$ cat src/rtl/multdiv_unit.sv
`default_nettype none
// +------------------------------------------------------------------------+
// | multdiv_unit: iterative signed 32-bit multiply (Booth) / divide unit    |
// | Revision: 1.0                                                          |
// +------------------------------------------------------------------------+
module multdiv_unit #(
  parameter int WIDTH = 32
) (
  input  logic             clock,
  input  logic             reset,
  input  logic [31:0]      dx_ir_in,
  input  logic             dx_write,
  input  logic             flush,
  input  logic [WIDTH-1:0] data_operandA,
  input  logic [WIDTH-1:0] data_operandB,
  output logic             multdiv_is_running,
  output logic             multdiv_result_ready,
  output logic [WIDTH-1:0] multdiv_result,
  output logic             multdiv_exception,
  output logic [4:0]       multdiv_rd
);

  typedef enum logic [1:0] {
    IDLE = 2'd0,
    BUSY = 2'd1,
    DONE = 2'd2
  } state_t;

  state_t           state;
  state_t           next_state;
  logic             armed;
  logic [4:0]       count;
  logic             op_div;
  logic [4:0]       rd_latched;
  logic [WIDTH:0]   acc;
  logic [WIDTH-1:0] mq;
  logic             qm1;
  logic [WIDTH-1:0] opb;
  logic             div_zero;
  logic             div_ovf;
  logic             div_neg;

  logic             is_mult;
  logic             is_div;
  logic             start;
  logic [WIDTH-1:0] abs_a;
  logic [WIDTH-1:0] abs_b;
  logic             unused_ir_bits;

  logic [WIDTH:0]   booth_sum;
  logic [WIDTH:0]   rem_shift;
  logic [WIDTH:0]   rem_diff;
  logic [WIDTH:0]   acc_next;
  logic [WIDTH-1:0] mq_next;
  logic [WIDTH-1:0] final_result;
  logic             final_exc;

  assign is_mult = (dx_ir_in[31:27] == 5'b00000) && (dx_ir_in[6:2] == 5'b00110);
  assign is_div  = (dx_ir_in[31:27] == 5'b00000) && (dx_ir_in[6:2] == 5'b00111);
  assign start   = (state == IDLE) && armed && (is_mult || is_div) && !flush;
  assign abs_a   = data_operandA[WIDTH-1] ? -data_operandA : data_operandA;
  assign abs_b   = data_operandB[WIDTH-1] ? -data_operandB : data_operandB;
  assign unused_ir_bits = ^{dx_ir_in[21:7], dx_ir_in[1:0]};

  assign multdiv_is_running   = (state == BUSY);
  assign multdiv_result_ready = (state == DONE) && !flush;

  always_ff @(posedge clock) begin
    if (!reset) state <= IDLE;
    else        state <= next_state;
  end

  always_comb begin
    next_state = state;
    case (state)
      IDLE:    if (start) next_state = BUSY;
      BUSY: begin
        if (flush)               next_state = IDLE;
        else if (count == 5'd31) next_state = DONE;
      end
      DONE:    next_state = IDLE;
      default: next_state = IDLE;
    endcase
  end

  // Multiply: radix-2 Booth over {acc, mq, qm1}; divide: restoring on magnitudes (acc=remainder, mq=quotient).
  always_comb begin
    booth_sum = acc;
    rem_shift = {acc[WIDTH-1:0], mq[WIDTH-1]};
    rem_diff  = rem_shift - {1'b0, opb};
    acc_next  = acc;
    mq_next   = mq;
    if (op_div) begin
      if (!rem_diff[WIDTH]) begin
        acc_next = rem_diff;
        mq_next  = {mq[WIDTH-2:0], 1'b1};
      end else begin
        acc_next = rem_shift;
        mq_next  = {mq[WIDTH-2:0], 1'b0};
      end
    end else begin
      case ({mq[0], qm1})
        2'b01:   booth_sum = acc + {opb[WIDTH-1], opb};
        2'b10:   booth_sum = acc - {opb[WIDTH-1], opb};
        default: booth_sum = acc;
      endcase
      acc_next = {booth_sum[WIDTH], booth_sum[WIDTH:1]};
      mq_next  = {booth_sum[0], mq[WIDTH-1:1]};
    end
  end

  always_comb begin
    final_result = mq_next;
    final_exc    = (acc_next[WIDTH-1:0] != {WIDTH{mq_next[WIDTH-1]}});
    if (op_div) begin
      final_result = div_zero ? '0 : (div_neg ? -mq_next : mq_next);
      final_exc    = div_zero || div_ovf;
    end
  end

  always_ff @(posedge clock) begin
    if (!reset) armed <= 1'b0;
    else if (flush)    armed <= 1'b0;
    else if (dx_write) armed <= 1'b1;
    else if (start)    armed <= 1'b0;
  end

  always_ff @(posedge clock) begin
    if (!reset) begin
      count             <= '0;
      op_div            <= 1'b0;
      rd_latched        <= '0;
      acc               <= '0;
      mq                <= '0;
      qm1               <= 1'b0;
      opb               <= '0;
      div_zero          <= 1'b0;
      div_ovf           <= 1'b0;
      div_neg           <= 1'b0;
      multdiv_result    <= '0;
      multdiv_exception <= 1'b0;
      multdiv_rd        <= '0;
    end else if (start) begin
      count      <= '0;
      op_div     <= is_div;
      rd_latched <= dx_ir_in[26:22];
      acc        <= '0;
      qm1        <= 1'b0;
      mq         <= is_div ? abs_a : data_operandA;
      opb        <= is_div ? abs_b : data_operandB;
      div_zero   <= is_div && (data_operandB == '0);
      div_ovf    <= is_div && (data_operandA == {1'b1, {(WIDTH-1){1'b0}}})
                           && (data_operandB == {WIDTH{1'b1}});
      div_neg    <= is_div && (data_operandA[WIDTH-1] ^ data_operandB[WIDTH-1]);
    end else if (state == BUSY && !flush) begin
      acc   <= acc_next;
      mq    <= mq_next;
      qm1   <= mq[0];
      count <= count + 5'd1;
      // Outputs only move on the final iteration so they stay stable throughout BUSY.
      if (count == 5'd31) begin
        multdiv_result    <= final_result;
        multdiv_exception <= final_exc;
        multdiv_rd        <= rd_latched;
      end
    end
  end

endmodule
`default_nettype wire

$ cat config.mk
export PLATFORM = sky130hd
export DESIGN_NAME = multdiv_unit
export DESIGN_NICKNAME = d
export VERILOG_FILES = /design/src/rtl/multdiv_unit.sv
export SDC_FILE = /design/constraint.sdc
export NUM_CORES = 1
export LEC_CHECK = 0
export ABC_AREA = 1
export CAP_MARGIN = 10
export CORE_UTILIZATION = 55
export DETAILED_ROUTE_END_ITERATION = 8
export HOLD_SLACK_MARGIN = 0.12
export PLACE_DENSITY = 0.77
export SETUP_SLACK_MARGIN = 0.4
export SYNTH_ARGS = -nofsm -noshare
export SYNTH_HDL_FRONTEND = slang
export SYNTH_SLANG_ARGS = --single-unit
export TNS_END_PERCENT = 50
$ cat constraint.sdc
create_clock -name clock -period 5.4 [get_ports clock]
set_input_delay 1.08 -clock clock [delete_from_list [all_inputs] [get_ports clock]]
set_output_delay 1.08 -clock clock [all_outputs]
set_load 0.02 [all_outputs]
# After elaboration in Yosys (flattened, before gate mapping)
# Index checks and enable logic that the tools add are counted.
op_classes:
  div: 0
  bitwise_logic: 3
  n_addsub: 7
  n_reduce_logical: 23
  magnitude_cmp: 0
  shift: 0
  muxes: 21
  n_mul: 0
  eq_ne: 12
ops:
  columns: ["operator", "n"]
  rows:
  - ["two-way mux 32 bit", 10]
  - ["negation 32 bit", 3]
  - ["two-way mux 33 bit", 2]
  - ["case mux 33 bit (2 select lines)", 1]
  - ["equality test 32 bit (second input constant)", 2]
  - ["adder 33 bit", 1]
  - ["subtractor 33 x 32 -> 33 bit", 1]
  - ["subtractor 33 bit", 1]
  - ["zero test 32 bit", 1]
  - ["!= test 32 bit", 1]
  - ["logical AND 1 bit", 11]
  - ["equality test 5 x 3 -> 1 bit (second input constant)", 2]
  - ["two-way mux 2 bit", 3]
  - ["adder 5 x 1 -> 5 bit (second input constant)", 1]
  - ["equality test 5 bit (second input constant)", 1]
  - ["zero test 5 bit", 1]
  - ["equality test 2 x 1 -> 1 bit (second input constant)", 2]
  - ["equality test 2 bit (second input constant)", 2]
  - ["two-way mux 1 bit", 4]
  - ["case mux 2 bit (2 select lines)", 1]
  - ["nonzero test 2 bit", 2]
  - ["OR reduction 2 bit", 2]
  - ["!= test 3 x 2 -> 1 bit (second input constant)", 1]
  - ["AND reduction 3 bit", 1]
  - ["7 further kinds", 9]
word_totals:
  romBits: 0
  wordCells: 81
  register_bits: 153
  mem_bits_rw: 0
  latchBits: 0
  output_inout_bits: 40
  mem_count: 0
  inputBits: 100

# Longest topological paths before layout
logic_depth:
  ltp_word: 7
  depth_mapped: 34
  mapped_depth_nobuf: 33

# Worst setup path before layout
# Ideal clock, no wire load.
synth_timing:
  path_type: "flip-flop to flip-flop"
  from: "register opb[0]"
  to: "register multdiv_result[30]"
  path_buffers: 1
  path_stages_with_launch: 33
  arrival_ns: 3.750
  setup_time_ns: 0.119
  required_ns: 5.281
  path_slack_ns: 1.531
  period_less_slack_ns: 3.869
  path_cell_list: "dfxtp_1 ha_1 inv_1 fa_1 nand2_1 nand2_1 nand3_1 nand2_1 nand2_1 nand2_1 nand2_1 nand2_1 a21oi_1 o21bai_1 ha_1 clkbuf_1 nand2_1 nand2_1 inv_2 ha_1 nand3_1 nor3_2 nand3_1 nor2_1 nand4_1 nor2_2 nand2_1 nand2_2 o21ai_2 nor2_1 nand2_1 nand3_1 a21oi_1"
synth_via:
  elab_chain_len: 7
synth_rtl:
  columns: ["item", "line", "source"]
  rows:
  - ["start, declared", "38", "logic [WIDTH-1:0] opb;"]
  - ["start signal, assigned", "150", "opb <= is_div ? abs_b : data_operandB;"]
  - ["subtractor 33 x 32 -> 33 bit", "90", "rem_diff = rem_shift - {1'b0, opb};"]
  - ["two-way mux 1 bit", "94", "if (!rem_diff[WIDTH]) begin"]
  - ["two-way mux 32 bit", "93", "if (op_div) begin"]
  - ["negation 32 bit", "116", "final_result = div_zero ? '0 : (div_neg ? -mq_next : mq_next);"]
  - ["two-way mux 32 bit (2 in series)", "116", null]
  - ["two-way mux 32 bit", "115", "if (op_div) begin"]
  - ["end signal, assigned", "162", "multdiv_result <= final_result;"]
  - ["end, declared", "18", "output logic [WIDTH-1:0] multdiv_result,"]
# Every way passes these cells.
# A chain may end at the register's enable or synchronous reset.

# Worst setup path in the final report
layout_timing:
  from: "register mq[31]"
  to: "register multdiv_result[28]"
layout_via:
  elab_chain_len: 7
layout_rtl:
  columns: ["item", "line", "source"]
  rows:
  - ["start, declared", "36", "logic [WIDTH-1:0] mq;"]
  - ["start signal, assigned", "149", "mq <= is_div ? abs_a : data_operandA;"]
  - ["start signal, assigned", "157", "mq <= mq_next;"]
  - ["subtractor 33 x 32 -> 33 bit", "90", null]
  - ["two-way mux 1 bit", "94", null]
  - ["two-way mux 32 bit", "93", null]
  - ["negation 32 bit", "116", null]
  - ["two-way mux 32 bit (2 in series)", "116", null]
  - ["two-way mux 32 bit", "115", null]
# Every way passes these cells.

==> flow_metrics.env <==
export IMPL_grt_pass1_wl_mm=83.83
export IMPL_min_period_over_period_pct=88.51
export IMPL_track_usage_pct=36.88
export IMPL_avgSynthCellArea_um2=5.676
export IMPL_cts_clk_slew_worst_paths_ns=0.08
export IMPL_ant_nets=0
export IMPL_diodes=0
export IMPL_met2_length_mm=25.64
export IMPL_rsz0062_at_grt="true"
export IMPL_power_frac_seq_pct=42.8
export IMPL_drt_total_wl_mm=53.35
export IMPL_syn_area_mm2=0.01537
export IMPL_crit_top_cell="nand2_1"
export IMPL_crit_type="register to register"
export IMPL_ys_ff_latch=153
export IMPL_status="finished clean"
export IMPL_start_util_pct=56.54
export IMPL_crit_required_ns=5.78
export IMPL_dr_total_vias=17950
export IMPL_grt_max_degree=61
export IMPL_ys_flop_type="dfxtp_1"
export IMPL_numCtsBuffers=17
export IMPL_max_stage_delay_ns=0.38
export IMPL_synth_warnings=0
export IMPL_drt_pass1_iter_count=6
export IMPL_fin_setup_tns_ns=0
export IMPL_die_x_um=169.1
export IMPL_yosysUniqueCellTypes=58
export IMPL_dp_cells=3142
export IMPL_path_depth=31
export IMPL_cts_sinks=153
export IMPL_met1_length_mm=21.37
export IMPL_yosys_top_cells_area="dfxtp_1, nand2_1, inv_1"
export IMPL_switching_power_uw=707.1
export IMPL_layout_drive_gt1_share_pct=5.093
export IMPL_syn_inst=2707
export IMPL_worst_path_buf_inv=3
export IMPL_hold_viol=0
export IMPL_r2r_start="mq[31]$_SDFFE_PN0P_"
export IMPL_slew_headroom_pct=33.25
export IMPL_h_tree_depth=4
export IMPL_fin_crit_ns=4.780
export IMPL_drc_errors=0
export IMPL_whs_path_depth=2
export IMPL_synth_edff_count=0
export IMPL_slowest_stage="fa_2"
export IMPL_die_height_um=169.1
export IMPL_worst_pin_slew_ns=1.000
export IMPL_hold_buffers=0
export IMPL_drt_iter0_drc=1456
export IMPL_startpoint_type="register"
export IMPL_top_layer="met4"
export IMPL_synth_largest_area_cell="dfxtp_1"
export IMPL_setup_viol=0
export IMPL_area_growth_pct=14.97
export IMPL_synth_common_cells="nand2_1, inv_1, nor2_1"
export IMPL_clkPwrFrac_pct=49.8
export IMPL_core_mm2=0.02718
export IMPL_ios=140
export IMPL_p_leak_nw=8.953
export IMPL_clk_insertion_delay_late_ns=0.45
export IMPL_die_area_mm2=0.02861
export IMPL_hp_start="rd_latched[1]$_SDFFE_PN0P_"
export IMPL_hold_path_class="register to register"
export IMPL_fin_cells=3180
export IMPL_synth_top_area_share_pct=19.93
export IMPL_fmax_mhz=209.2
export IMPL_grt_antenna_before_repair=0
export IMPL_ir_worst_vdd_uv=215.3
export IMPL_rows=60
export IMPL_finalClockSkew_ns=0.01839
export IMPL_ys_seq_area_share_pct=19.93
export IMPL_synth_fp_nets=2882
export IMPL_drv_cap=0
export IMPL_ys_async_sr_fraction_pct=0
export IMPL_via_per_inst=5.644
export IMPL_gr_total_overflow=0
export IMPL_cp_end_kind="register"
export IMPL_cts_tree="done"
export IMPL_swShare_pct=26.84
export IMPL_dr_wl_met3_mm=4.289
export IMPL_internal_power_mw=1.927
export IMPL_post_dp_hpwl_mm=41.63
export IMPL_crit_family="simple AND/OR/NAND/NOR gates"
export IMPL_yosysMostFrequentCell="nand2_1"
export IMPL_worstRegToRegCells=31
export IMPL_slew_violations=0
export IMPL_worstPathMaxFanout=8
export IMPL_nets=2970
export IMPL_pwr_density_cell_mw_per_mm2=149.1
export IMPL_port_buffers=122
export IMPL_crit_path_start="mq[31]$_SDFFE_PN0P_"
export IMPL_combPwrFrac_pct=7.4
export IMPL_root_buffer="clkbuf_16"
export IMPL_place_congestion=0.9858
export IMPL_drt_wirelength_per_cell_um=16.78
export IMPL_grt_pass1_vias=16750
export IMPL_crit_arrival_ns=5.16
export IMPL_clockBufferDepth=2
[layer usage]
| layer | vias up | global-route usage (%) |
|---|---|---|
| met5 | - | 0 |
| met1 | 8096 | 44.01 |
| met4 | 0 | 15.90 |
| li1 | 8908 | - |
| met2 | 814 | 65.66 |
| met3 | 131 | 5.247 |
[layout make-up]
type | count | area (µm²)
tap | 372 | 465.4
fill | 2659 | 9509
timing repair buffer | 158 | 1504
clock inverter | 15 | 207.7
inverter | 410 | 1543
multi-input combinational | 2055 | 10450
sequential | 153 | 3068
clock buffer | 17 | 425.4
[worst register-to-register path: cells and delay by family, from the launching register on]
family | cells | cell delay [ns]
adder cells (fa/ha/maj) | 4 | 1.04
AO/OA/AOI/OAI | 5 | 0.72
flip-flops | 1 | 0.31
AND/OR/NAND/NOR | 19 | 2.35
buffers and inverters | 3 | 0.28
[power by group through the flow]
stage               Sequential (mW)  Combinational (mW)  Clock, mW
CTS                            1.13               0.191       1.31
global placement               1.15               0.188          0
global route                   1.13               0.210       1.35
finish                         1.13               0.195       1.31
floorplan                      1.15              0.0803          0
detailed placement             1.15               0.191          0
[state kept, by name, indices dropped and copies added (netlist names)]
name               flops
acc                   33
armed                  1
count                  5
div_neg                1
div_ovf                1
div_zero               1
mq                    32
multdiv_exception      1
multdiv_rd             5
multdiv_result        32
op_div                 1
opb                   32
qm1                    1
rd_latched             5
state                  2
[kinds of logic (layout without fill, tap and decap cells)]
group,count (synthesis),in the layout,share of synthesized area [%]
AND/OR/NAND/NOR,1330,1330,36.37
AO/OA/AOI/OAI,557,557,19.57
buffers and inverters,499,600,12.62
flip-flops,153,153,19.93
XOR/XNOR,93,93,5.301
adder cells (fa/ha/maj),75,75,6.205
[per-stage QoR]
step           hold slack, ns  cell area [µm²]  setup WS [ns]  util (%)  power, mW
5_1_grt                0.4812            17670         0.3281     65.01      2.691
3_3_place_gp           0.4375            16910         0.5858     62.21      1.342
4_1_cts                0.4580            17540         0.4103     64.54      2.630
6_report               0.4585            17670         0.6204     65.01      2.635
2_1_floorplan          0.4237            15370          1.531         -      1.235
3_5_place_dp           0.4484            16910         0.4315     62.21      1.345
[layout by cell type, fill, tap and decap left out, drive strengths merged, types with 2 or more instances in the layout]
cell and instances:
nand3b 19, ha 73, buf 36, nand4 27, o211ai 5, bufinv 2, nor2 282, nand2 765
clkbuf 17, fa 2, o22ai 9, and3 3, a21oi 278, clkinv 10, nand3 153, o21ai 215
clkdlybuf4s50 122, dfxtp 153, xor2 77, xnor2 16, a31oi 19, nor3 56, or2 6, o21a 3
o31ai 3, nor4 13, inv 412, o21bai 13, and2 5, a21o 2
[worst paths after layout]
kind | end | slack, ns
setup reg to reg | multdiv_result[28]$_SDFFE_PN0P_ | 0.62
hold / removal | multdiv_rd[1]$_SDFFE_PN0P_ | 0.46
hold reg to reg | multdiv_rd[1]$_SDFFE_PN0P_ | 0.46
setup / recovery | multdiv_result[28]$_SDFFE_PN0P_ | 0.62
[timing repair]
| action | in CTS | in global routing |
|---|---|---|
| gates resized for setup | 0 | 16 |
| setup endpoints to repair | 0 | 7 |
| buffers inserted | 0 | 6 |
Power figures use the tool's default switching activity.
